<file path="config.mk">
export PLATFORM = sky130hd
export DESIGN_NAME = img_mem_arbiter
export DESIGN_NICKNAME = d
export VERILOG_FILES = /design/src/rtl/img_arb_pkg.sv /design/src/rtl/img_arb_watchdog.sv /design/src/rtl/img_mem_arbiter.sv
export SDC_FILE = /design/constraint.sdc
export NUM_CORES = 1
export LEC_CHECK = 0
export CAP_MARGIN = 25
export CORE_ASPECT_RATIO = 0.9
export CORE_MARGIN = 2
export CORE_UTILIZATION = 30
export DETAILED_ROUTE_END_ITERATION = 10
export SLEW_MARGIN = 25
export SYNTH_ARGS = -nofsm -noshare
export SYNTH_HDL_FRONTEND = slang
export SYNTH_HIERARCHICAL = 1
export SYNTH_SLANG_ARGS = --single-unit
</file>
<file path="constraint.sdc">
create_clock -name sysClk -period 2.5 [get_ports sysClk]
set_clock_uncertainty 0.05 [all_clocks]
set_input_delay 0.375 -clock sysClk [delete_from_list [all_inputs] [get_ports sysClk]]
set_output_delay 0.375 -clock sysClk [all_outputs]
set_load 0.02 [all_outputs]
</file>
<file path="src/rtl/img_arb_pkg.sv">
// img_arb_pkg: shared state, mem_op and requester encodings for img_mem_arbiter.
package img_arb_pkg;
  typedef enum logic [1:0] {IDLE, ISSUE, BUSY, RELEASE} arb_state_t;
  typedef enum logic [1:0] {REQ_NONE, REQ_CAP, REQ_RD, REQ_ER} req_id_t;
  localparam logic [1:0] OP_NONE = 2'b00;
  localparam logic [1:0] OP_WR   = 2'b01;
  localparam logic [1:0] OP_RD   = 2'b10;
  localparam logic [1:0] OP_ER   = 2'b11;
  function automatic logic [1:0] op_of(req_id_t id);
    return id == REQ_CAP ? OP_WR : id == REQ_RD ? OP_RD : id == REQ_ER ? OP_ER : OP_NONE;
  endfunction
endpackage

</file>
<file path="src/rtl/img_arb_watchdog.sv">
// img_arb_watchdog: BUSY-cycle counter that flags expiry on the cycle it reaches LIMIT.
module img_arb_watchdog #(
  parameter logic [23:0] LIMIT = 24'd10_000_000
) (
  input  logic sysClk,
  input  logic rst,
  input  logic clr,
  input  logic en,
  output logic expire
);
  logic [23:0] cnt;
  always_ff @(posedge sysClk or posedge rst)
    if (rst) cnt <= '0;
    else if (clr) cnt <= '0;
    else if (en) cnt <= cnt + 24'd1;
  assign expire = en && cnt == LIMIT - 24'd1;
endmodule

</file>
<file path="src/rtl/img_mem_arbiter.sv">
// img_mem_arbiter: sequences capture/readout/erase over one memory port; watchdog under IMG_ARB_WATCHDOG_EN.
module img_mem_arbiter
  import img_arb_pkg::*;
#(
  parameter int          IDX_W          = 12,
  parameter logic [23:0] TIMEOUT_CYCLES = 24'd10_000_000
) (
  input  logic             sysClk,
  input  logic             rst,
  input  logic             cap_req,
  output logic             cap_gnt,
  output logic             cap_done,
  input  logic             rd_req,
  input  logic [IDX_W-1:0] rd_idx,
  input  logic             rd_abort,
  output logic             rd_gnt,
  output logic             rd_done,
  input  logic             er_req,
  input  logic [IDX_W-1:0] er_idx,
  output logic             er_gnt,
  output logic             er_done,
  output logic [1:0]       mem_op,
  output logic [IDX_W-1:0] mem_idx,
  output logic             mem_start,
  output logic             mem_stop,
  input  logic             mem_done,
  output logic             timeout
);
  arb_state_t state, state_n;
  req_id_t win, win_n, pick, last;
  logic cand_cap, cand_rd, cand_er, gnt_n, expire;
  logic [IDX_W-1:0] idx_n;
  always_comb begin
    cand_cap = cap_req && !(last == REQ_CAP && (er_req || rd_req));
    cand_er  = er_req && !(last == REQ_ER && (cap_req || rd_req));
    cand_rd  = rd_req && !(last == REQ_RD && (cap_req || er_req));
    pick     = cand_cap ? REQ_CAP : cand_er ? REQ_ER : cand_rd ? REQ_RD : REQ_NONE;
    win_n    = state == IDLE ? pick : win;
    state_n  = state;
    case (state)
      IDLE:    state_n = pick == REQ_NONE ? IDLE : ISSUE;
      ISSUE:   state_n = BUSY;
      BUSY:    state_n = (mem_done || expire) ? RELEASE : BUSY;
      default: state_n = IDLE;
    endcase
    gnt_n = state_n == ISSUE || state_n == BUSY;
    idx_n = state != IDLE ? mem_idx : pick == REQ_RD ? rd_idx : pick == REQ_ER ? er_idx : '0;
  end
  always_ff @(posedge sysClk or posedge rst)
    if (rst) begin
      state     <= IDLE;
      win       <= REQ_NONE;
      last      <= REQ_NONE;
      mem_idx   <= '0;
      mem_op    <= OP_NONE;
      mem_start <= 1'b0;
      mem_stop  <= 1'b0;
      cap_gnt   <= 1'b0;
      rd_gnt    <= 1'b0;
      er_gnt    <= 1'b0;
      cap_done  <= 1'b0;
      rd_done   <= 1'b0;
      er_done   <= 1'b0;
    end else begin
      state     <= state_n;
      win       <= win_n;
      last      <= state == RELEASE ? win : last;
      mem_idx   <= idx_n;
      mem_op    <= gnt_n ? op_of(win_n) : OP_NONE;
      mem_start <= state_n == ISSUE;
      mem_stop  <= rd_abort && win == REQ_RD && (state == ISSUE || state == BUSY);
      cap_gnt   <= gnt_n && win_n == REQ_CAP;
      rd_gnt    <= gnt_n && win_n == REQ_RD;
      er_gnt    <= gnt_n && win_n == REQ_ER;
      cap_done  <= state_n == RELEASE && win == REQ_CAP;
      rd_done   <= state_n == RELEASE && win == REQ_RD;
      er_done   <= state_n == RELEASE && win == REQ_ER;
    end
`ifdef IMG_ARB_WATCHDOG_EN
  img_arb_watchdog #(.LIMIT(TIMEOUT_CYCLES)) u_wdog (
    .sysClk(sysClk),
    .rst(rst),
    .clr(state == ISSUE),
    .en(state == BUSY),
    .expire(expire)
  );
  // a mem_done landing on the expiry cycle counts as a normal completion
  always_ff @(posedge sysClk or posedge rst)
    if (rst) timeout <= 1'b0;
    else timeout <= state == BUSY && expire && !mem_done;
`else
  logic unused_timeout_cycles;
  assign unused_timeout_cycles = ^TIMEOUT_CYCLES;
  assign expire  = 1'b0;
  assign timeout = 1'b0;
`endif
endmodule

</file>
==> summary.md <==
| Metric | Value |
|---|---|
| Status | `finished, final reports clean` |
| Top FF cell, synth | `dfrtp_1` |
| Maximum clock path buffer count | `2` |
| Period utilisation layout | `0.828` |
| Drt first pass iters | `4` |
| Arrival @ worst endpoint | `2.21 ns` |
| Post_cts resized | `0` |
| Synth Warn # | `6` |
| Layout cell share with drive strength beyond 1 | `0.132` |
| Hpwl dp | `2220 um` |
| Synth cell count leaders | `28 x dfrtp_1, 14 x nor2b_1, 9 x a221o_1` |
| Synth cell types | `28` |
| Crit end category | `flip-flop` |
| Synth Register Bits | `28` |
| Power per cell area | `1220 nW/um2` |
| Hold Crit Class | `input pin to async pin` |
| Syn nets | `141` |
| DRT Wirelength | `3010 um` |
| Vias in the first global route | `1043` |
| Fillers | `373` |
| # clock sinks | `28` |
| CTS root buffer | `clkbuf_8` |
| Share of the synthesized area in the top cell type | `0.550` |
| TNS Setup | `0 ns` |
| Final hold slack | `0.408 ns` |
| Top-count cell post-synth | `dfrtp_1` |
| EDFF count, synth | `0` |
| Die height | `65.8 um` |
| H-tree level count | `1` |
| Num ports | `54` |
| Largest net degree at the start of global routing | `29` |
| Cells after Synth | `104` |
| Cells on worst reg2reg path | `6` |
| Fmax | `483 MHz` |
| Critical R2R Launch | `state[0]` |
| Tot GR Track Use | `0.134` |
| CTS tree | `built` |
| CORE AREA | `4070 um2` |
| # port buffers | `52` |
| Row count | `22` |
| Unrepaired setup endpoints after global routing | `no` |
| Post-CTS setup buffer count | `0` |
| Reg clk slew, reported paths | `0.10 ns` |
| Max Slew Vio Count | `0` |
| Cell taking the most area after synthesis | `dfrtp_1` |
| Via count | `1007` |
| First-pass GRT wire length | `4910 um` |
| Setup crit start kind | `flip-flop` |
| Drc violations | `0` |
| Count of final setup violators | `0` |
| Sequential area share after synthesis | `0.550` |
| Fin crit period | `2.07 ns` |
| Initial antenna violation count | `0` |
| Grt ovf | `0` |
| Area grow syn2layout | `50.8%` |
| Wire length per cell | `14.5 um` |
| Worst setup path category | `flip-flop to flip-flop` |
| Num CTS Buffers | `3` |
| Post-DR vias/cell | `4.86` |
| Chip Width | `72.7 um` |
| Syn Area/Cell | `12.2 um2` |
| Ant diodes | `0` |
| Final hold vios | `0` |
| Leading post-synthesis cells by cell area | `dfrtp_1 55%, a221o_1 7.1%, nor2b_1 6.9%` |
| Max VDD drop | `0.518 mV` |
| Clk Latency, worst-skew pair | `0.27 ns` |
| GP Congestion | `0.846` |
| Die area | `4780 um2` |
| Post-route ant nets | `0` |
| Leak Pwr | `0.000864 uW` |
| Starting Density | `0.313` |
| Post-layout net count | `197` |
| Max cap viols | `0` |
| Setup slack, reg-to-reg | `0.43 ns` |
| Async S/R FF share, synth | `1.00` |
| Req. time, crit path | `2.64 ns` |
| Initial DRC count | `57` |
| RR Endpoint | `cap_gnt` |
| Fin cells | `207` |
| CTS Hold Bufs | `0` |
| Synth Cell Area | `1270 um2` |
| Max FO, Critical Path | `11` |
| DP Cell Count | `203` |
## how the worst max path moves through the flow
stage,end,cells past startpoint,startpoint
after detailed placement,cap_gnt,5,er_req
after global placement,rd_gnt,5,rd_req
after global routing,cap_gnt,6,state[0]
after floorplan,mem_op[1],7,state[0]
final,cap_gnt,6,state[0]
after CTS,cap_gnt,6,state[0]
## cell usage in the layout, fill, tap and decap left out, drive strengths merged, types with 2 or more instances in the layout
cell type | synthesis | final
clkdlybuf4s50 | 0 | 52
dfrtp | 28 | 28
nor2b | 14 | 14
a221o | 12 | 12
nand2 | 6 | 6
ha | 6 | 6
inv | 5 | 5
a21oi | 4 | 4
buf | 3 | 4
o21ba | 3 | 3
and3 | 3 | 3
clkbuf | 2 | 3
mux2 | 3 | 3
nand2b | 2 | 2
or2 | 2 | 2
and2 | 2 | 2
## layout make-up
| cell class | count | area, um2 | share of cell area |
|---|---|---|---|
| Inverter | 5 | 18.8 | 0.00977 |
| Sequential cell | 28 | 701 | 0.365 |
| Timing Repair Buffer | 56 | 551 | 0.287 |
| Tap cell | 48 | 60.1 | 0.0313 |
| Clock inverter | 1 | 30.0 | 0.0156 |
| Clock buffer | 3 | 41.3 | 0.0215 |
| Multi-Input combinational cell | 66 | 519 | 0.270 |
## sequential cells by signal (all words and copies together) (netlist names)
signal     count
cap_done       1
cap_gnt        1
er_done        1
er_gnt         1
last           2
mem_idx       12
mem_op         2
mem_start      1
mem_stop       1
rd_done        1
rd_gnt         1
state          2
win            2
## metrics by stage
step	power, uW	utilization	cell area, um2	setup slack, ns
after detailed placement	1990	0.454	1850	0.425
after CTS	2370	0.471	1920	0.447
after global placement	1980	0.454	1850	0.472
after global routing	2510	0.471	1920	0.312
after floorplan	1510	-	1270	0.653
final	2350	0.471	1920	0.431
## kinds of logic (layout without fill, tap and decap cells)
family | count (synthesis) | count (layout) | synth area share
AND/OR/NAND/NOR | 31 | 31 | 0.138
buffers and inverters | 10 | 65 | 0.0422
adder cells (fa/ha/maj) | 6 | 6 | 0.0589
other | 1 | 1 | 0.00294
multiplexers | 3 | 3 | 0.0295
flip-flops | 28 | 28 | 0.550
AO/OA/AOI/OAI | 25 | 25 | 0.179
## critical path: stages (launching register included)
cell and delay [ns]:
dfrtp_1 0.41, inv_1 0.09, ha_1 0.41, o31ai_1 0.15
a21oi_1 0.30, ha_1 0.33, a211oi_1 0.24
## layer usage
layer,vias up,share of wire,global-route usage
met3,4,0.064,0.0274
met5,-,0,0
li1,477,-,-
met4,0,0.010,0.0532
met1,482,0.46,0.178
met2,44,0.46,0.215
## power breakdown
| part | switching [uW] | internal (uW) |
|---|---|---|
| registers | 127 | 649 |
| clock network | 147 | 214 |
| logic | 575 | 640 |
| total | 848 | 1500 |
No activity file was read; power rests on OpenSTA's default activity.
